## src/rtl/spi_debug_bus_pkg.sv

```systemverilog
`default_nettype none
// ============================================================================
// Module      : spi_debug_bus_pkg
// Description : Shared register map, FSM states and command type for the
//               SPI debug-to-system-bus bridge.
// Revision    : 1.0 - initial release
// ============================================================================
package spi_debug_bus_pkg;

    // Debug register byte offsets (little-endian words)
    localparam logic [7:0] REG_ADDR0 = 8'h00;
    localparam logic [7:0] REG_DATA0 = 8'h04;
    localparam logic [7:0] REG_DATA3 = 8'h07;
    localparam logic [7:0] REG_CTRL  = 8'h08;

    // CTRL register bit positions
    localparam int CTRL_AUTOINC_BIT = 0;
    localparam int CTRL_FLUSH_BIT   = 1;

    // Bus master states
    typedef enum logic [0:0] {
        ST_IDLE = 1'b0,
        ST_REQ  = 1'b1
    } bus_state_t;

    // One queued bus write
    typedef struct packed {
        logic [31:0] addr;
        logic [31:0] data;
    } dbg_cmd_t;

    // Replace byte idx of a 32-bit word
    function automatic logic [31:0] byte_merge(
        input logic [31:0] word,
        input logic [1:0]  idx,
        input logic [7:0]  new_byte
    );
        logic [31:0] merged;
        merged = word;
        merged[{idx, 3'b000} +: 8] = new_byte;
        return merged;
    endfunction

endpackage
`default_nettype wire

```

## src/rtl/dbg_cmd_fifo.sv

```systemverilog
`default_nettype none
// ============================================================================
// Module      : dbg_cmd_fifo
// Description : Synchronous command FIFO (64-bit entries). A push on a full
//               FIFO is accepted when a pop happens on the same edge. Flush
//               discards every queued entry; an entry popped on the flush edge
//               has already been handed to the bus side and is unaffected.
// Revision    : 1.0 - initial release
// ============================================================================
module dbg_cmd_fifo
    import spi_debug_bus_pkg::*;
#(
    parameter int FIFO_DEPTH = 4
) (
    input  logic     clk,
    input  logic     rst,
    input  logic     i_push,
    input  dbg_cmd_t i_push_cmd,
    input  logic     i_pop,
    input  logic     i_flush_keep_head,
    output logic     o_full,
    output logic     o_empty,
    output dbg_cmd_t o_head
);

    localparam int c_PTR_W = $clog2(FIFO_DEPTH);

    // Pointers carry one wrap bit so full and empty are distinguishable
    logic [c_PTR_W:0] r_wr_ptr;
    logic [c_PTR_W:0] r_rd_ptr;
    dbg_cmd_t         r_mem [FIFO_DEPTH];

    logic w_empty;
    logic w_full;
    logic w_do_pop;
    logic w_do_push;

    assign w_empty   = (r_wr_ptr == r_rd_ptr);
    assign w_full    = (r_wr_ptr[c_PTR_W] != r_rd_ptr[c_PTR_W]) &&
                       (r_wr_ptr[c_PTR_W-1:0] == r_rd_ptr[c_PTR_W-1:0]);
    assign w_do_pop  = i_pop & ~w_empty;
    assign w_do_push = i_push & (~w_full | w_do_pop) & ~i_flush_keep_head;

    assign o_full  = w_full;
    assign o_empty = w_empty;
    assign o_head  = r_mem[r_rd_ptr[c_PTR_W-1:0]];

    // Pointer maintenance: flush collapses the read pointer onto the write pointer
    always_ff @(posedge clk or posedge rst) begin
        if (rst) begin
            r_wr_ptr <= '0;
            r_rd_ptr <= '0;
        end else if (i_flush_keep_head) begin
            r_rd_ptr <= r_wr_ptr;
        end else begin
            if (w_do_push) r_wr_ptr <= r_wr_ptr + 1'b1;
            if (w_do_pop)  r_rd_ptr <= r_rd_ptr + 1'b1;
        end
    end

    // Storage array write port (contents need no reset, pointers gate validity)
    always_ff @(posedge clk) begin
        if (w_do_push) r_mem[r_wr_ptr[c_PTR_W-1:0]] <= i_push_cmd;
    end

endmodule
`default_nettype wire

```

## src/rtl/spi_debug_bus_bridge.sv

```systemverilog
`default_nettype none
// ============================================================================
// Module      : spi_debug_bus_bridge
// Description : Assembles byte-wide SPI debug register writes into 32-bit
//               address/data words, queues committed commands and replays
//               them as req/ack bus writes.
// Revision    : 1.0 - initial release
// ============================================================================
module spi_debug_bus_bridge
    import spi_debug_bus_pkg::*;
#(
    parameter int FIFO_DEPTH = 4
) (
    input  logic        sys_clk,
    input  logic        sys_rst_i,
    input  logic        sys_wr_i,
    input  logic [7:0]  sys_waddr_i,
    input  logic [7:0]  sys_wdata_i,
    output logic        bus_req_o,
    output logic [31:0] bus_addr_o,
    output logic [31:0] bus_wdata_o,
    input  logic        bus_ack_i,
    output logic        busy_o,
    output logic [7:0]  drop_count_o
);

    logic [31:0] r_addr;
    logic [31:0] r_data;
    logic        r_autoinc;
    logic [7:0]  r_drop_count;

    bus_state_t  r_state;
    logic        r_bus_req;
    logic [31:0] r_bus_addr;
    logic [31:0] r_bus_wdata;

    logic        w_wr_addr;
    logic        w_wr_data;
    logic        w_commit;
    logic        w_wr_ctrl;
    logic        w_flush;
    logic [31:0] w_data_next;
    dbg_cmd_t    w_push_cmd;
    logic        w_pop;
    logic        w_drop;
    logic        w_fifo_full;
    logic        w_fifo_empty;
    dbg_cmd_t    w_fifo_head;

    // Register decode
    assign w_wr_addr   = sys_wr_i && (sys_waddr_i[7:2] == REG_ADDR0[7:2]);
    assign w_wr_data   = sys_wr_i && (sys_waddr_i[7:2] == REG_DATA0[7:2]);
    assign w_commit    = sys_wr_i && (sys_waddr_i == REG_DATA3);
    assign w_wr_ctrl   = sys_wr_i && (sys_waddr_i == REG_CTRL);
    assign w_flush     = w_wr_ctrl && sys_wdata_i[CTRL_FLUSH_BIT];
    assign w_data_next = byte_merge(r_data, sys_waddr_i[1:0], sys_wdata_i);

    // The committed entry carries the pre-increment address and the new top byte
    assign w_push_cmd = '{addr: r_addr, data: w_data_next};

    // The head leaves the FIFO when it is latched onto the bus, so the
    // in-flight write occupies the bus registers rather than a FIFO slot
    assign w_pop  = (r_state == ST_IDLE) && !w_fifo_empty;
    assign w_drop = w_commit && w_fifo_full && !w_pop;

    dbg_cmd_fifo #(
        .FIFO_DEPTH (FIFO_DEPTH)
    ) u_cmd_fifo (
        .clk               (sys_clk),
        .rst               (sys_rst_i),
        .i_push            (w_commit),
        .i_push_cmd        (w_push_cmd),
        .i_pop             (w_pop),
        .i_flush_keep_head (w_flush),
        .o_full            (w_fifo_full),
        .o_empty           (w_fifo_empty),
        .o_head            (w_fifo_head)
    );

    // Debug-visible ADDR/DATA/CTRL registers, including address auto-increment
    always_ff @(posedge sys_clk or posedge sys_rst_i) begin
        if (sys_rst_i) begin
            r_addr    <= '0;
            r_data    <= '0;
            r_autoinc <= 1'b0;
        end else begin
            if (w_wr_addr) r_addr <= byte_merge(r_addr, sys_waddr_i[1:0], sys_wdata_i);
            if (w_wr_data) r_data <= w_data_next;
            if (w_commit && r_autoinc) r_addr <= r_addr + 32'd4;
            if (w_wr_ctrl) r_autoinc <= sys_wdata_i[CTRL_AUTOINC_BIT];
        end
    end

    // Saturating count of commits rejected because the FIFO was full
    always_ff @(posedge sys_clk or posedge sys_rst_i) begin
        if (sys_rst_i) begin
            r_drop_count <= '0;
        end else if (w_drop && (r_drop_count != 8'hFF)) begin
            r_drop_count <= r_drop_count + 8'd1;
        end
    end

    // Bus master: latch the FIFO head, hold the request until acknowledged
    always_ff @(posedge sys_clk or posedge sys_rst_i) begin
        if (sys_rst_i) begin
            r_state     <= ST_IDLE;
            r_bus_req   <= 1'b0;
            r_bus_addr  <= '0;
            r_bus_wdata <= '0;
        end else begin
            case (r_state)
                ST_IDLE: begin
                    if (!w_fifo_empty) begin
                        r_bus_addr  <= w_fifo_head.addr;
                        r_bus_wdata <= w_fifo_head.data;
                        r_bus_req   <= 1'b1;
                        r_state     <= ST_REQ;
                    end
                end
                ST_REQ: begin
                    if (bus_ack_i) begin
                        r_bus_req <= 1'b0;
                        r_state   <= ST_IDLE;
                    end
                end
                default: begin
                    r_bus_req <= 1'b0;
                    r_state   <= ST_IDLE;
                end
            endcase
        end
    end

    assign bus_req_o    = r_bus_req;
    assign bus_addr_o   = r_bus_addr;
    assign bus_wdata_o  = r_bus_wdata;
    assign busy_o       = r_bus_req | ~w_fifo_empty;
    assign drop_count_o = r_drop_count;

endmodule
`default_nettype wire
```

## config.mk

```make
export PLATFORM = sky130hd
export DESIGN_NAME = spi_debug_bus_bridge
export DESIGN_NICKNAME = d
export VERILOG_FILES = /design/src/rtl/spi_debug_bus_pkg.sv /design/src/rtl/dbg_cmd_fifo.sv /design/src/rtl/spi_debug_bus_bridge.sv
export SDC_FILE = /design/constraint.sdc
export NUM_CORES = 1
export LEC_CHECK = 0
export BUFFER_PORTS_ARGS = -buffer_cell sky130_fd_sc_hd__buf_2
export CORE_MARGIN = 10
export CORE_UTILIZATION = 45
export CTS_BUF_LIST = sky130_fd_sc_hd__clkbuf_4
export DETAILED_ROUTE_END_ITERATION = 16
export GPL_ROUTABILITY_DRIVEN = 0
export GPL_TIMING_DRIVEN = 1
export PLACE_DENSITY_LB_ADDON = 0.05
export REMOVE_ABC_BUFFERS = 1
export SLEW_MARGIN = 30
export SYNTH_ARGS = -nofsm -noshare
export SYNTH_HDL_FRONTEND = slang
export SYNTH_HIERARCHICAL = 1
export SYNTH_SLANG_ARGS = --single-unit
```

## constraint.sdc

```tcl
create_clock -name sys_clk -period 5.4 [get_ports sys_clk]
set_input_delay 1.62 -clock sys_clk [delete_from_list [all_inputs] [get_ports sys_clk]]
set_output_delay 1.62 -clock sys_clk [all_outputs]
set_load 0.02 [all_outputs]
```

==> impl_metrics.py <==
metrics = {
    "outcome": {
        "status": "complete, no violations",
    },
    "global_routing": {
        "overflow": 0,
        "grt_max_degree": 95,
        "antenna_found_initial": 1,
        "grt_pass1_wl_mm": 56.5,
        "grt_pass1_vias": 9836,
        "track_usage": 0.164,
    },
    "detailed_routing": {
        "avgRoutedWirePerCell_um": 20.9,
        "drc": 0,
        "vias_per_cell": 5.38,
        "ant_nets": 0,
        "drt_iter0_drc": 444,
        "dr_total_vias": 9146,
        "wl_mm": 35.6,
        "dr.pass1.iters": 5,
    },
    "synth": {
        "synth_edf_count": 256,
        "yosys.area_share.simple": 0.0611,
        "syn_inst": 972,
        "synth_top_area_cell": "edfxtp_1",
        "synth-adder-area-share": 0.0100,
        "synth_mux_area_frac": 0.156,
        "synth_top_family_by_area": "multiplexers",
        "avgSynthCellArea_um2": 16.7,
        "synth_compound_area_frac": 0.0459,
        "ys.flop_type": "edfxtp_1",
        "synth_seq_cells": 401,
        "async_flop_share": 0.362,
        "ys_types": 67,
        "yosys.area.top_type_share": 0.473,
        "synthesis.area_mm2": 0.0163,
        "ys_seq_area_frac": 0.696,
        "yosys_warnings": 6,
        "synth_area_leaders": "edfxtp_1, dfrtp_1, mux4_2",
        "synthXorXnorAreaFrac": 0.00808,
    },
    "place": {
        "portBuffers": 93,
        "dp_hpwl_mm": 21.7,
        "place_inst": 1502,
        "placedInstanceArea_mm2": 0.0173,
    },
    "layout": {
        "final_area_mm2": 0.0187,
        "nFillCells": 3058,
        "drive_gt1_frac": 0.378,
        "layoutNonFillerInstCount": 1701,
        "final_common_cell": "edfxtp_1",
        "seqCellArea_mm2": 0.0113,
        "final_cell_mix": "edfxtp_1, clkbuf_4, dfrtp_1",
        "fin_nets": 1181,
        "multi_input_area_mm2": 0.00460,
        "synthToLayoutAreaGrowth_pct": 15.0,
    },
    "clocking": {
        "cts.sinks": 401,
        "cts_setup_buffers": 0,
        "ctsResizeCount": 0,
        "clkSlewWorstSetupHoldPaths_ns": 0.06,
        "holdBufCountCts": 0,
        "cts_tree": "done",
        "clock_path_buffers": 3,
        "htreeDepth": 3,
        "clock_latency_ns": 0.77,
        "root_buffer": "clkbuf_4",
        "cts_buffers": 105,
    },
    "critical_path": {
        "critPathMaxFanout": 32,
        "crit_arrival_ns": 2.71,
        "end_kind": "output port",
        "setup.worst_path.class": "reg2out",
        "crit_path_start_kind": "register",
        "cp.required_ns": 3.78,
    },
    "timing": {
        "timing.slew.headroom": 0.407,
        "finalHoldViolations": 0,
        "max_freq_mhz": 231,
        "finalSetupViolations": 0,
        "rsz0062_at_grt": "no",
        "skew_ns": 0.0433,
        "fin_crit_sh": 0.802,
        "worst_pin_slew_ns": 0.890,
        "post-route-min-period_ns": 4.33,
        "tns_ns": 0,
        "drv_slew": 0,
    },
    "pwr": {
        "leakage_nw": 7.22,
        "p_sw_mw": 2.45,
        "intPower_mw": 5.94,
        "ir_drop_mv": 0.396,
        "seqPwrFrac": 0.451,
        "p_total_mw": 8.39,
        "power.density_mw_per_mm2": 449,
        "pwr-share-comb": 0.232,
        "p_sw_frac": 0.292,
        "power_frac_clock": 0.316,
    },
    "die": {
        "core-area_mm2": 0.0356,
        "die_height_um": 210,
        "die_w_um": 210,
        "num_rows": 69,
        "dieArea_mm2": 0.0441,
        "ios": 94,
        "initial_core_util": 0.457,
    },
    "hold_path": {
        "hold_path.class": "reg2reg",
    },
    "job": {
        "drv_cap": 0,
    },
}
## path summary, 6_finish.rpt
check / start / end / slack [ns] / cells past startpoint
worst max-delay path: u_cmd_fifo/r_rd_ptr[0] / busy_o / 1.07 / 5
worst min-delay path: drop_count_o[7] / drop_count_o[7] / 0.49 / 1
worst max register to register: u_cmd_fifo/r_rd_ptr[0] / u_cmd_fifo/r_mem[3][50] / 2.54 / 8
worst min register to register: drop_count_o[7] / drop_count_o[7] / 0.49 / 1
max in group asynchronous: sys_rst_i / bus_addr_o[15] / 3.63 / 3
min in group asynchronous: sys_rst_i / u_cmd_fifo/r_wr_ptr[0] / 0.83 / 2
## power groups by stage
stage	registers, mW	logic [mW]	clock network, mW
CTS	3.80	2.01	2.75
global placement	3.85	2.01	0
detailed placement	3.86	2.01	0
global route	3.84	2.11	2.93
floorplan	4.25	1.03	0
finish	3.79	1.95	2.65
## state kept, by name, indices dropped and copies added, names as in the netlist
signal / cells
u_cmd_fifo/r_rd_ptr: 3
r_data: 32
bus_req_o: 1
bus_addr_o: 32
r_state: 1
u_cmd_fifo/r_wr_ptr: 3
r_autoinc: 1
bus_wdata_o: 32
r_addr: 32
u_cmd_fifo/r_mem: 256
drop_count_o: 8
## worst max-delay path, cell delays in order, from the launching register on
cell,delay [ns]
dfrtp_4,0.72
xnor2_1,0.46
nand2_1,0.12
nor2_1,0.34
nand2b_1,0.12
buf_2,0.18
## cells in the mapped netlist (10+ instances only)
master,n
mux4_2,64
inv_1,48
nor2_1,36
ha_1,13
mux2_2,93
nand4_1,10
nand2_1,60
nand3_1,18
xnor2_1,11
a211oi_1,10
dfrtp_1,145
a21oi_1,19
clkbuf_1,24
o21ai_0,38
edfxtp_1,256
and3_1,13
## final cells by class
type / count / share of cell area
inverters: 48 / 0.0100
multi-input cells: 483 / 0.246
clock inverters: 22 / 0.00448
well taps: 461 / 0.0308
flip-flops and latches: 401 / 0.605
diodes: 2 / 0.000268
clock buffers: 175 / 0.0703
repair buffers: 109 / 0.0329
## metrics by stage
step                utilization  setup WS [ns]  hold slack (ns)
floorplan                     -          -4.47            0.471
global placement          0.486           1.26            0.481
detailed placement        0.486           1.22            0.487
CTS                       0.526          0.947            0.501
global route              0.526          0.729            0.511
finish                    0.526           1.07            0.494
## cell families (layout without fill, tap and decap cells)
family	Yosys count	count (layout)
adder cells (fa/ha/maj)	13	13
AND/OR/NAND/NOR	183	183
AO/OA/AOI/OAI	111	111
multiplexers	161	161
XOR/XNOR	15	15
flip-flops	401	401
other	0	2
buffers and inverters	88	354
## per-layer routing
metal / global-route usage / share of wire / up-vias
li1: - / - / 4196
met1: 0.220 / 0.46 / 4676
met2: 0.249 / 0.47 / 227
met3: 0.0435 / 0.057 / 47
met4: 0.0650 / 0.018 / 0
met5: 0 / 0 / -
(Power assumes the default switching activity.)
